**src/rtl/rgb_pwm_driver.sv**
```systemverilog
// rgb_pwm_driver: three-channel 8-bit PWM LED driver with duty shadows that update only at period boundaries.
// Optional macro RGB_FADE_EN: at each period boundary the shadows slew toward the target by at most FADE_STEP.
module rgb_pwm_driver #(
  parameter int PRESCALE  = 4,
  parameter int FADE_STEP = 16
) (
  input  logic        clk,
  input  logic        rst,
  input  logic        enable,
  input  logic [23:0] light,
  output logic        pwm_r,
  output logic        pwm_g,
  output logic        pwm_b,
  output logic        frame_start
);

  localparam logic [15:0] PRE_LAST = 16'(PRESCALE - 1);

  generate
    if (PRESCALE < 1 || PRESCALE > 65535 || FADE_STEP < 1 || FADE_STEP > 255) begin : g_param_check
      $error("rgb_pwm_driver: PRESCALE or FADE_STEP out of legal range");
    end
  endgenerate

  logic [15:0] pre_cnt;
  logic [7:0]  pwm_cnt;
  logic [7:0]  duty_r, duty_g, duty_b;
  logic [7:0]  next_r, next_g, next_b;
  logic        tick;
  logic        pend;

  assign tick = (pre_cnt == PRE_LAST);
  assign pend = tick && (pwm_cnt == 8'hFF);

`ifdef RGB_FADE_EN
  localparam logic [8:0] STEP = 9'(FADE_STEP);

  // Nine-bit math keeps cur+STEP and tgt+STEP from wrapping past 255.
  function automatic logic [7:0] fade(input logic [7:0] cur, input logic [7:0] tgt);
    logic [8:0] cur9;
    logic [8:0] tgt9;
    logic [7:0] res;
    cur9 = {1'b0, cur};
    tgt9 = {1'b0, tgt};
    if (tgt9 > cur9) begin
      res = ((cur9 + STEP) > tgt9) ? tgt : 8'(cur9 + STEP);
    end else begin
      res = (cur9 < (tgt9 + STEP)) ? tgt : 8'(cur9 - STEP);
    end
    return res;
  endfunction

  always_comb begin
    next_r = fade(duty_r, light[23:16]);
    next_g = fade(duty_g, light[15:8]);
    next_b = fade(duty_b, light[7:0]);
  end
`else
  always_comb begin
    next_r = light[23:16];
    next_g = light[15:8];
    next_b = light[7:0];
  end
`endif

  always_ff @(posedge clk) begin
    if (rst) begin
      pre_cnt     <= '0;
      pwm_cnt     <= '0;
      duty_r      <= '0;
      duty_g      <= '0;
      duty_b      <= '0;
      pwm_r       <= 1'b0;
      pwm_g       <= 1'b0;
      pwm_b       <= 1'b0;
      frame_start <= 1'b0;
    end else if (!enable) begin
      // Disabled: counters parked at zero, shadows follow light so restart uses the latest colour.
      pre_cnt     <= '0;
      pwm_cnt     <= '0;
      duty_r      <= light[23:16];
      duty_g      <= light[15:8];
      duty_b      <= light[7:0];
      pwm_r       <= 1'b0;
      pwm_g       <= 1'b0;
      pwm_b       <= 1'b0;
      frame_start <= 1'b0;
    end else begin
      pre_cnt <= tick ? 16'd0 : pre_cnt + 16'd1;
      if (tick) begin
        pwm_cnt <= pwm_cnt + 8'd1;
      end
      if (pend) begin
        duty_r <= next_r;
        duty_g <= next_g;
        duty_b <= next_b;
      end
      pwm_r       <= (pwm_cnt < duty_r);
      pwm_g       <= (pwm_cnt < duty_g);
      pwm_b       <= (pwm_cnt < duty_b);
      frame_start <= (pre_cnt == 16'd0) && (pwm_cnt == 8'd0);
    end
  end

endmodule

```
**config.mk**
```make
export PLATFORM = sky130hd
export DESIGN_NAME = rgb_pwm_driver
export DESIGN_NICKNAME = d
export VERILOG_FILES = /design/src/rtl/rgb_pwm_driver.sv
export SDC_FILE = /design/constraint.sdc
export NUM_CORES = 1
export LEC_CHECK = 0
export BUFFER_PORTS_ARGS = -buffer_cell sky130_fd_sc_hd__clkbuf_2
export CORE_ASPECT_RATIO = 2
export CORE_MARGIN = 2
export CORE_UTILIZATION = 55
export CTS_CLUSTER_SIZE = 10
export DETAILED_ROUTE_END_ITERATION = 10
export GPL_TIMING_DRIVEN = 0
export PLACE_DENSITY = 0.79
export SLEW_MARGIN = 10
export SYNTH_ARGS = -nofsm -noshare
export SYNTH_HDL_FRONTEND = slang
export SYNTH_SLANG_ARGS = --single-unit
```
**constraint.sdc**
```tcl
create_clock -name clk -period 2.3 [get_ports clk]
set_input_delay 0.23 -clock clk [delete_from_list [all_inputs] [get_ports clk]]
set_output_delay 0.23 -clock clk [all_outputs]
set_load 0.03 [all_outputs]
```
==> results of run 1 <==
-- sequential cells by signal, summed over array words and instances (netlist names) --
signal and cells:
pwm_cnt 8, frame_start 1, duty_b 8, pwm_r 1, duty_g 8, pwm_b 1
pre_cnt 16, pwm_g 1, duty_r 8
-- power by group through the flow --
stage	combinational, W	sequential [W]	clock [W]
floorplan	0.000157	0.000989	0
global placement	0.000233	0.000980	0
detailed placement	0.000242	0.000982	0
CTS	0.000244	0.000962	0.000769
global route	0.000274	0.000965	0.000804
finish	0.000243	0.000962	0.000759
-- metrics by stage --
step / setup WS (ns) / instance area, um2 / total power (W) / utilization [%]
after floorplan: 0.486 / 3390 / 0.00115 / -
after global routing: 0.000315 / 3760 / 0.00204 / 63.1
after detailed placement: 0.0914 / 3610 / 0.00122 / 60.7
after CTS: 0.0629 / 3760 / 0.00198 / 63.2
final: 0.184 / 3760 / 0.00196 / 63.1
after global placement: 0.167 / 3610 / 0.00121 / 60.7
-- worst register-to-register path, cell delays in order (launching register included) --
cell,delay [ns]
dfxtp_1,0.40
ha_1,0.30
nor3b_1,0.27
nand4_2,0.31
or4_1,0.60
a21oi_1,0.17
-- path summary, 6_finish.rpt --
path / end / slack (ns) / cells past startpoint
worst min-delay path: duty_r[2]$_SDFFE_PP0P_ / 0.21 / 3
worst max register to register: pwm_cnt[5]$_SDFFE_PP0P_ / 0.18 / 5
worst min register to register: pre_cnt[0]$_SDFF_PP0_ / 0.49 / 1
worst max-delay path: pwm_cnt[5]$_SDFFE_PP0P_ / 0.18 / 5
-- placed cells by master, fill, tap and decap left out, drive strengths merged --
| cell | synthesis | final |
|---|---|---|
| a211oi | 6 | 6 |
| a21oi | 6 | 6 |
| a41oi | 3 | 3 |
| and3 | 2 | 2 |
| and3b | 3 | 3 |
| buf | 5 | 5 |
| clkbuf | 23 | 60 |
| dfxtp | 52 | 52 |
| ha | 25 | 25 |
| inv | 30 | 30 |
| mux2i | 25 | 25 |
| nand2 | 12 | 12 |
| nand2b | 32 | 32 |
| nand3 | 9 | 9 |
| nand4 | 6 | 6 |
| nor2 | 22 | 22 |
| nor2b | 1 | 1 |
| nor3 | 27 | 27 |
| nor3b | 22 | 22 |
| nor4 | 7 | 7 |
| nor4bb | 1 | 1 |
| o211ai | 26 | 26 |
| o21ai | 33 | 33 |
| o311ai | 1 | 1 |
| o31ai | 3 | 3 |
| o41ai | 1 | 1 |
| or2 | 1 | 1 |
| or3 | 1 | 1 |
| or4 | 6 | 6 |
| xnor2 | 12 | 12 |
| xor2 | 3 | 3 |
-- area by class of cell --
type	count	area (um2)	share of cell area (%)
repair buffers	30	150	4.00
flip-flops and latches	52	1040	27.7
inverters	30	113	3.00
multi-input cells	296	2120	56.4
clock buffers	8	146	3.90
well taps	63	78.8	2.10
plain buffers	27	108	2.86
-- per-layer routing --
| metal | up-vias | track usage [%] | routed length [um] |
|---|---|---|---|
| li1 | 1529 | - | - |
| met1 | 1478 | 25.1 | 3090 |
| met2 | 49 | 52.2 | 4810 |
| met3 | 19 | 3.49 | 168 |
| met4 | 0 | 13.0 | 263 |
| met5 | - | 0 | 0 |
-- cells by family after synthesis --
group / Yosys count / share of synthesized area [%]
xor gates and xnor gates: 15 / 3.88
buffers and inverters: 58 / 6.61
AOI/OAI and AO/OA: 79 / 14.8
DFF: 52 / 30.7
and+or+nand+nor: 152 / 27.3
muxes: 25 / 7.39
adders and majority gates: 25 / 9.24
==> impl_results.md, run 1 <==
* Setup TNS at 0 ns
* DRT iter0 DRCs at approximately 140
* Mapped Cells at 406
* Maximum clock rate at 473 MHz
* Post-DRT Antenna Nets at 0
* Layout cells sized above 1 at just over 10%
* Ant diodes at 0
* Die area at 6840 um2
* Switch share at between 20% and 30%
* Worst-Skew Late Latency at approximately 0.29 ns
* Hold wc startpoint: light[18]
* CORE AREA at around 6000 um2
* Worst Max-Slew Pin Slew at 0.520 ns
* Global-route usage over all layers at a little over a quarter
* # hold bufs at CTS at 0
* Die Ht at 115 um
* Detailed-router iteration count before antenna repair at 5
* TritonCTS Buffers at 5
* Setup violators final at 0
* Register bit count reported by yosys at 52
* Status: completed
* Slew Limit Headroom at 65.3%
* Area grow syn2layout at 11.0%
* Share of flip-flops with an asynchronous set or reset at 0%
* Cell taking the most area after synthesis: dfxtp_1
* Worst Hold Slack at 0.213 ns
* Routed via count at 3075
* Post-Syn Area at 3390 um2
* Sequential area share after synthesis at 30.7%
* CP max FO at 10
* Vias/cell at just over 6
* MaxCap Viol Count at 0
* Cell Pwr Density at 523 nW/um2
* H-tree depth at 2
* Min cycle time layout at about 2.1 ns
* Setup crit end kind: flop
* # placed instances at 499
* Post-synth top flop: dfxtp_1
* Net Sw Power at 0.000481 W
* CP arrival at 2.33 ns
* Root Driver: clkbuf_16
* Clk_skew at 0.00722 ns
* Nets at around 490
* Clock Sinks at 52
* Worst min path class: in -> reg
* Initial Utilization at 56.8%
* Combinational share of power at 12.4%
* Slew Viols, Final at 0
* Clock network fraction of design power at 38.7%
* Sequential share of power at 49.0%
* DP HPWL at between 6000 and 7000 um
* Synth Warn # at 0
* Slowest stage delay, CP at ~0.6 ns
* Port bufs at 30
* Crit path launch: pre_cnt[0]$_SDFF_PP0_
* Syn_area_per_cell at 8.34 um2
* Filler cells at ~540
* Post-synth EDFFs at 0
* Total gr overflow at 0
* Remaining routing DRC violations at 0
* CTS resizes at 0
* Leakage at around 1.5 nW
* Post-CTS repair timing setup buffer count at 0
* Internal power at 0.00148 W
* Synth top area cells: dfxtp_1 31%, ha_1 9.2%, mux2i_1 7.4%
* DIE WIDTH at 59.5 um
* RSZ-0062 raised after global routing: false
* Period utilization at 92.0%
* Io pins at 31
* Routed WL per cell at roughly 16 um
* Critical path launch point type: flop
* Slowest cell on crit path: or4_1
* Peak VDD IR at 0.479 mV
* WP data required at around 2.5 ns
* Routability Congestion at 0.915
* Top-count cell post-synth: dfxtp_1
* Vias in the first global route at 3078
* Syn Nets at 458
* Crit path cell chain: ha_1 -> nor3b_1 -> nand4_2 -> or4_1 -> a21oi_1
* Post-Layout Cell Count at 506
* Leading cell types by count after synthesis: 52 x dfxtp_1, 33 x o21ai_0, 32 x nand2b_1, 30 x inv_1, 27 x nor3_1
* Rows at 40
* WL final at 8340 um
* CTS tree: yes
* Clock Pin Slew Worst Setup and Hold Paths at 0.07 ns
* Worst reg2reg startpoint: pre_cnt[0]$_SDFF_PP0_
* First-pass GRT wire length at 13900 um
* Buffers & Inverters on Critical Path at 0
* CP Class: reg -> reg
* Largest net degree at the start of global routing at 15
* Endpoints failing hold at 0
* Initial antenna violation count at 0
* Post-synth top area share at a little under a third
* Synth unique cells at 33
* CP top delay family: simple AND/OR/NAND/NOR gates
* Clock Tree Buf Depth at 2
No activity file was read; power rests on OpenSTA's default activity.
==> run 2, diff against run 1 <==
--- a/config.mk
+++ b/config.mk
@@ -9,9 +9,9 @@
 export CORE_ASPECT_RATIO = 2
 export CORE_MARGIN = 2
-export CORE_UTILIZATION = 55
+export CORE_UTILIZATION = 40
 export CTS_CLUSTER_SIZE = 10
 export DETAILED_ROUTE_END_ITERATION = 10
 export GPL_TIMING_DRIVEN = 0
-export PLACE_DENSITY = 0.79
+export PLACE_DENSITY = 0.61
 export SLEW_MARGIN = 10
 export SYNTH_ARGS = -nofsm -noshare
==> constraint.sdc (replaced) <==
create_clock -name clk -period 2.3 [get_ports clk]
set_input_delay 0.115 -clock clk [delete_from_list [all_inputs] [get_ports clk]]
set_output_delay 0.115 -clock clk [all_outputs]
set_load 0.03 [all_outputs]
==> impl_results.md, run 2 (synthesis results as in run 1) <==
* DIE WIDTH at 69.1 um (+16%)
* Root Driver: clkbuf_16
* Final setup margin at 0.176 ns (-0.00764 ns)
* Total gr overflow at 0 (unchanged)
* Combinational share of power at 12.5% (about the same)
* Io pins at 31 (unchanged)
* Clock Pin Slew Worst Setup and Hold Paths at 0.07 ns (about the same)
* Pre-CTS setup slack at 0.0590 ns (-0.0324 ns)
* Worst min path class: in -> reg
* Slew Viols, Final at 0 (unchanged)
* Nets at 495 (+0.20%)
* CORE AREA at 8230 um2 (+38%)
* WL final at 8550 um (+2.5%)
* Hold Path Depth at 3 (unchanged)
* CP arrival at 2.29 ns (-0.04 ns)
* Status: completed
* Post-placement cell area at 3660 um2 (+1.2%)
* Ant diodes at 0 (unchanged)
* Most frequent cells in the layout: 52 x dfxtp_1, 33 x o21ai_0, 32 x nand2b_1
* Layout cells sized above 1 at 10.8% (+0.45 points)
* Flop2flop setup slack at 0.18 ns (about the same)
* Post-CTS repair timing setup buffer count at 0 (unchanged)
* Min cycle time layout at 2.12 ns (+0.00764 ns)
* Worst reg2reg startpoint: pre_cnt[0]$_SDFF_PP0_
* WP data required at 2.46 ns (-0.06 ns)
* Endpoints failing hold at 0 (unchanged)
* Net Sw Power at 0.000504 W (+4.8%)
* H-tree depth at 2 (unchanged)
* Largest net degree at the start of global routing at 16 (+1)
* Initial antenna violation count at 0 (unchanged)
* MaxCap Viol Count at 0 (unchanged)
* Crit path cell chain: ha_1 -> nor4bb_1 -> nand4_1 -> buf_2 -> buf_2 -> mux2i_1 -> o211ai_1
* Final core occ at 46.1% (-17 points)
* Vias in the first global route at 3015 (-2.0%)
* First-pass GRT wire length at 14100 um (+1.2%)
* Leakage at 1.52 nW (-0.10%)
* Critical path launch point type: flop
* Switch share at 25.9% (+1.4 points)
* Reg with most FFs: pre_cnt
* Clock Tree Buf Depth at 2 (unchanged)
* Die Ht at 134 um (+17%)
* Clock network fraction of design power at 38.2% (-0.5 points)
* Setup violators final at 0 (unchanged)
* Internal power at 0.00145 W (-2.6%)
* Routability Congestion at 0.822 (-10%)
* R2r worst-path depth at 7 (+2)
* Max reg flops at 16 (unchanged)
* Post-DRT Antenna Nets at 0 (unchanged)
* Port bufs at 30 (unchanged)
* Slew Limit Headroom at 63.8% (-1.6 points)
* Vias/cell at 5.59 (-8.0%)
* Peak VDD IR at 0.260 mV (-46%)
* DP HPWL at 6520 um (+2.3%)
* Routed WL per cell at 15.8 um (-4.1%)
* DRT iter0 DRCs at 82 (-42%)
* CP max FO at 10 (unchanged)
* Commonest non-fill, non-tap cell in the layout: dfxtp_1
* Worst-Skew Late Latency at 0.30 ns (about the same)
* Maximum clock rate at 471 MHz (-0.36%)
* Slowest stage delay, CP at 0.40 ns (-0.20 ns)
* Setup crit end kind: flop
* Cell Pwr Density at 513 nW/um2 (-1.8%)
* Sequential share of power at 49.3% (+0.3 points)
* Remaining routing DRC violations at 0 (unchanged)
* FF-to-FF End: duty_r[5]$_SDFFE_PP0P_
* Clock Sinks at 52 (unchanged)
* Detailed-router iteration count before antenna repair at 5 (unchanged)
* Die area at 9260 um2 (+35%)
* Clk_skew at 0.00967 ns (+0.00244 ns)
* CP top delay family: buffers and inverters
* Hold wc startpoint: light[13]
* Slowest cell on crit path: dfxtp_1
* Setup TNS at 0 ns (unchanged)
* RSZ-0062 raised after global routing: false
* # hold bufs at CTS at 0 (unchanged)
* Global-route usage over all layers at 18.9% (-7.7 points)
* CP Class: reg -> reg
* CTS resizes at 0 (unchanged)
* Area grow syn2layout at 12.2%
* Initial Utilization at 41.1% (-16 points)
* Most common cell on crit path: buf_2
* Worst Max-Slew Pin Slew at 0.543 ns (+0.0233 ns)
* Routed via count at 3026 (-1.6%)
* Period utilization at 92.3% (+0.33 points)
* Rows at 47 (+18%)
* Buffers & Inverters on Critical Path at 2 (+2)
* Fin area at 3800 um2 (+1.1%)
* Min-Delay Endpoint: duty_g[5]$_SDFFE_PP0P_
* TritonCTS Buffers at 5 (unchanged)
* CTS tree: yes
run 2: stage by stage:
step           instances  hold WS (ns)  total power, W
2_1_floorplan        406         0.312         0.00115
3_3_place_gp         534         0.400         0.00122
3_5_place_dp         534         0.411         0.00123
4_1_cts              541        0.0939         0.00197
5_1_grt              541         0.116         0.00203
6_report             541        0.0940         0.00195
run 2: worst min-delay path: stages:
cell,delay [ns]
clkbuf_2,0.08
nand2b_1,0.07
o211ai_1,0.08
run 2: power groups by stage:
stage / sequential [W] / combinational [W] / clock (W)
final: 0.000961 / 0.000244 / 0.000745
after global routing: 0.000965 / 0.000277 / 0.000788
after CTS: 0.000961 / 0.000248 / 0.000758
after detailed placement: 0.000982 / 0.000246 / 0
after global placement: 0.000981 / 0.000238 / 0
after floorplan: 0.000989 / 0.000157 / 0
run 2: routing by layer:
| metal | share of wire [%] | track usage, % | vias up | routed length, um |
|---|---|---|---|---|
| met1 | 39 | 19.1 | 1437 | 3330 |
| met5 | 0 | 0 | - | 0 |
| met4 | 3.1 | 8.71 | 0 | 264 |
| met3 | 1.9 | 2.48 | 16 | 165 |
| li1 | - | - | 1527 | - |
| met2 | 56 | 37.0 | 46 | 4790 |
run 2: layout make-up:
type                    count  area [um2]
inverters                  30         113
clock inverters             2        12.5
repair buffers             30         150
multi-input cells         296        2120
plain buffers              28         113
fillers                   869        4440
well taps                  98         123
flip-flops and latches     52        1040
clock buffers               5         125
run 2: worst max path at each step:
stage                                from                       to  slack [ns]  cells after the start
detailed placement  pre_cnt[0]$_SDFF_PP0_    pre_cnt[2]$_SDFF_PP0_        0.06                      6
floorplan           pre_cnt[0]$_SDFF_PP0_  pwm_cnt[5]$_SDFFE_PP0P_        0.49                      5
global route        pre_cnt[0]$_SDFF_PP0_    pre_cnt[2]$_SDFF_PP0_       0.005                      6
CTS                 pre_cnt[0]$_SDFF_PP0_    pre_cnt[2]$_SDFF_PP0_        0.05                      6
global placement    pre_cnt[0]$_SDFF_PP0_   pre_cnt[13]$_SDFF_PP0_        0.12                      6
finish              pre_cnt[0]$_SDFF_PP0_   duty_r[5]$_SDFFE_PP0P_        0.18                      7
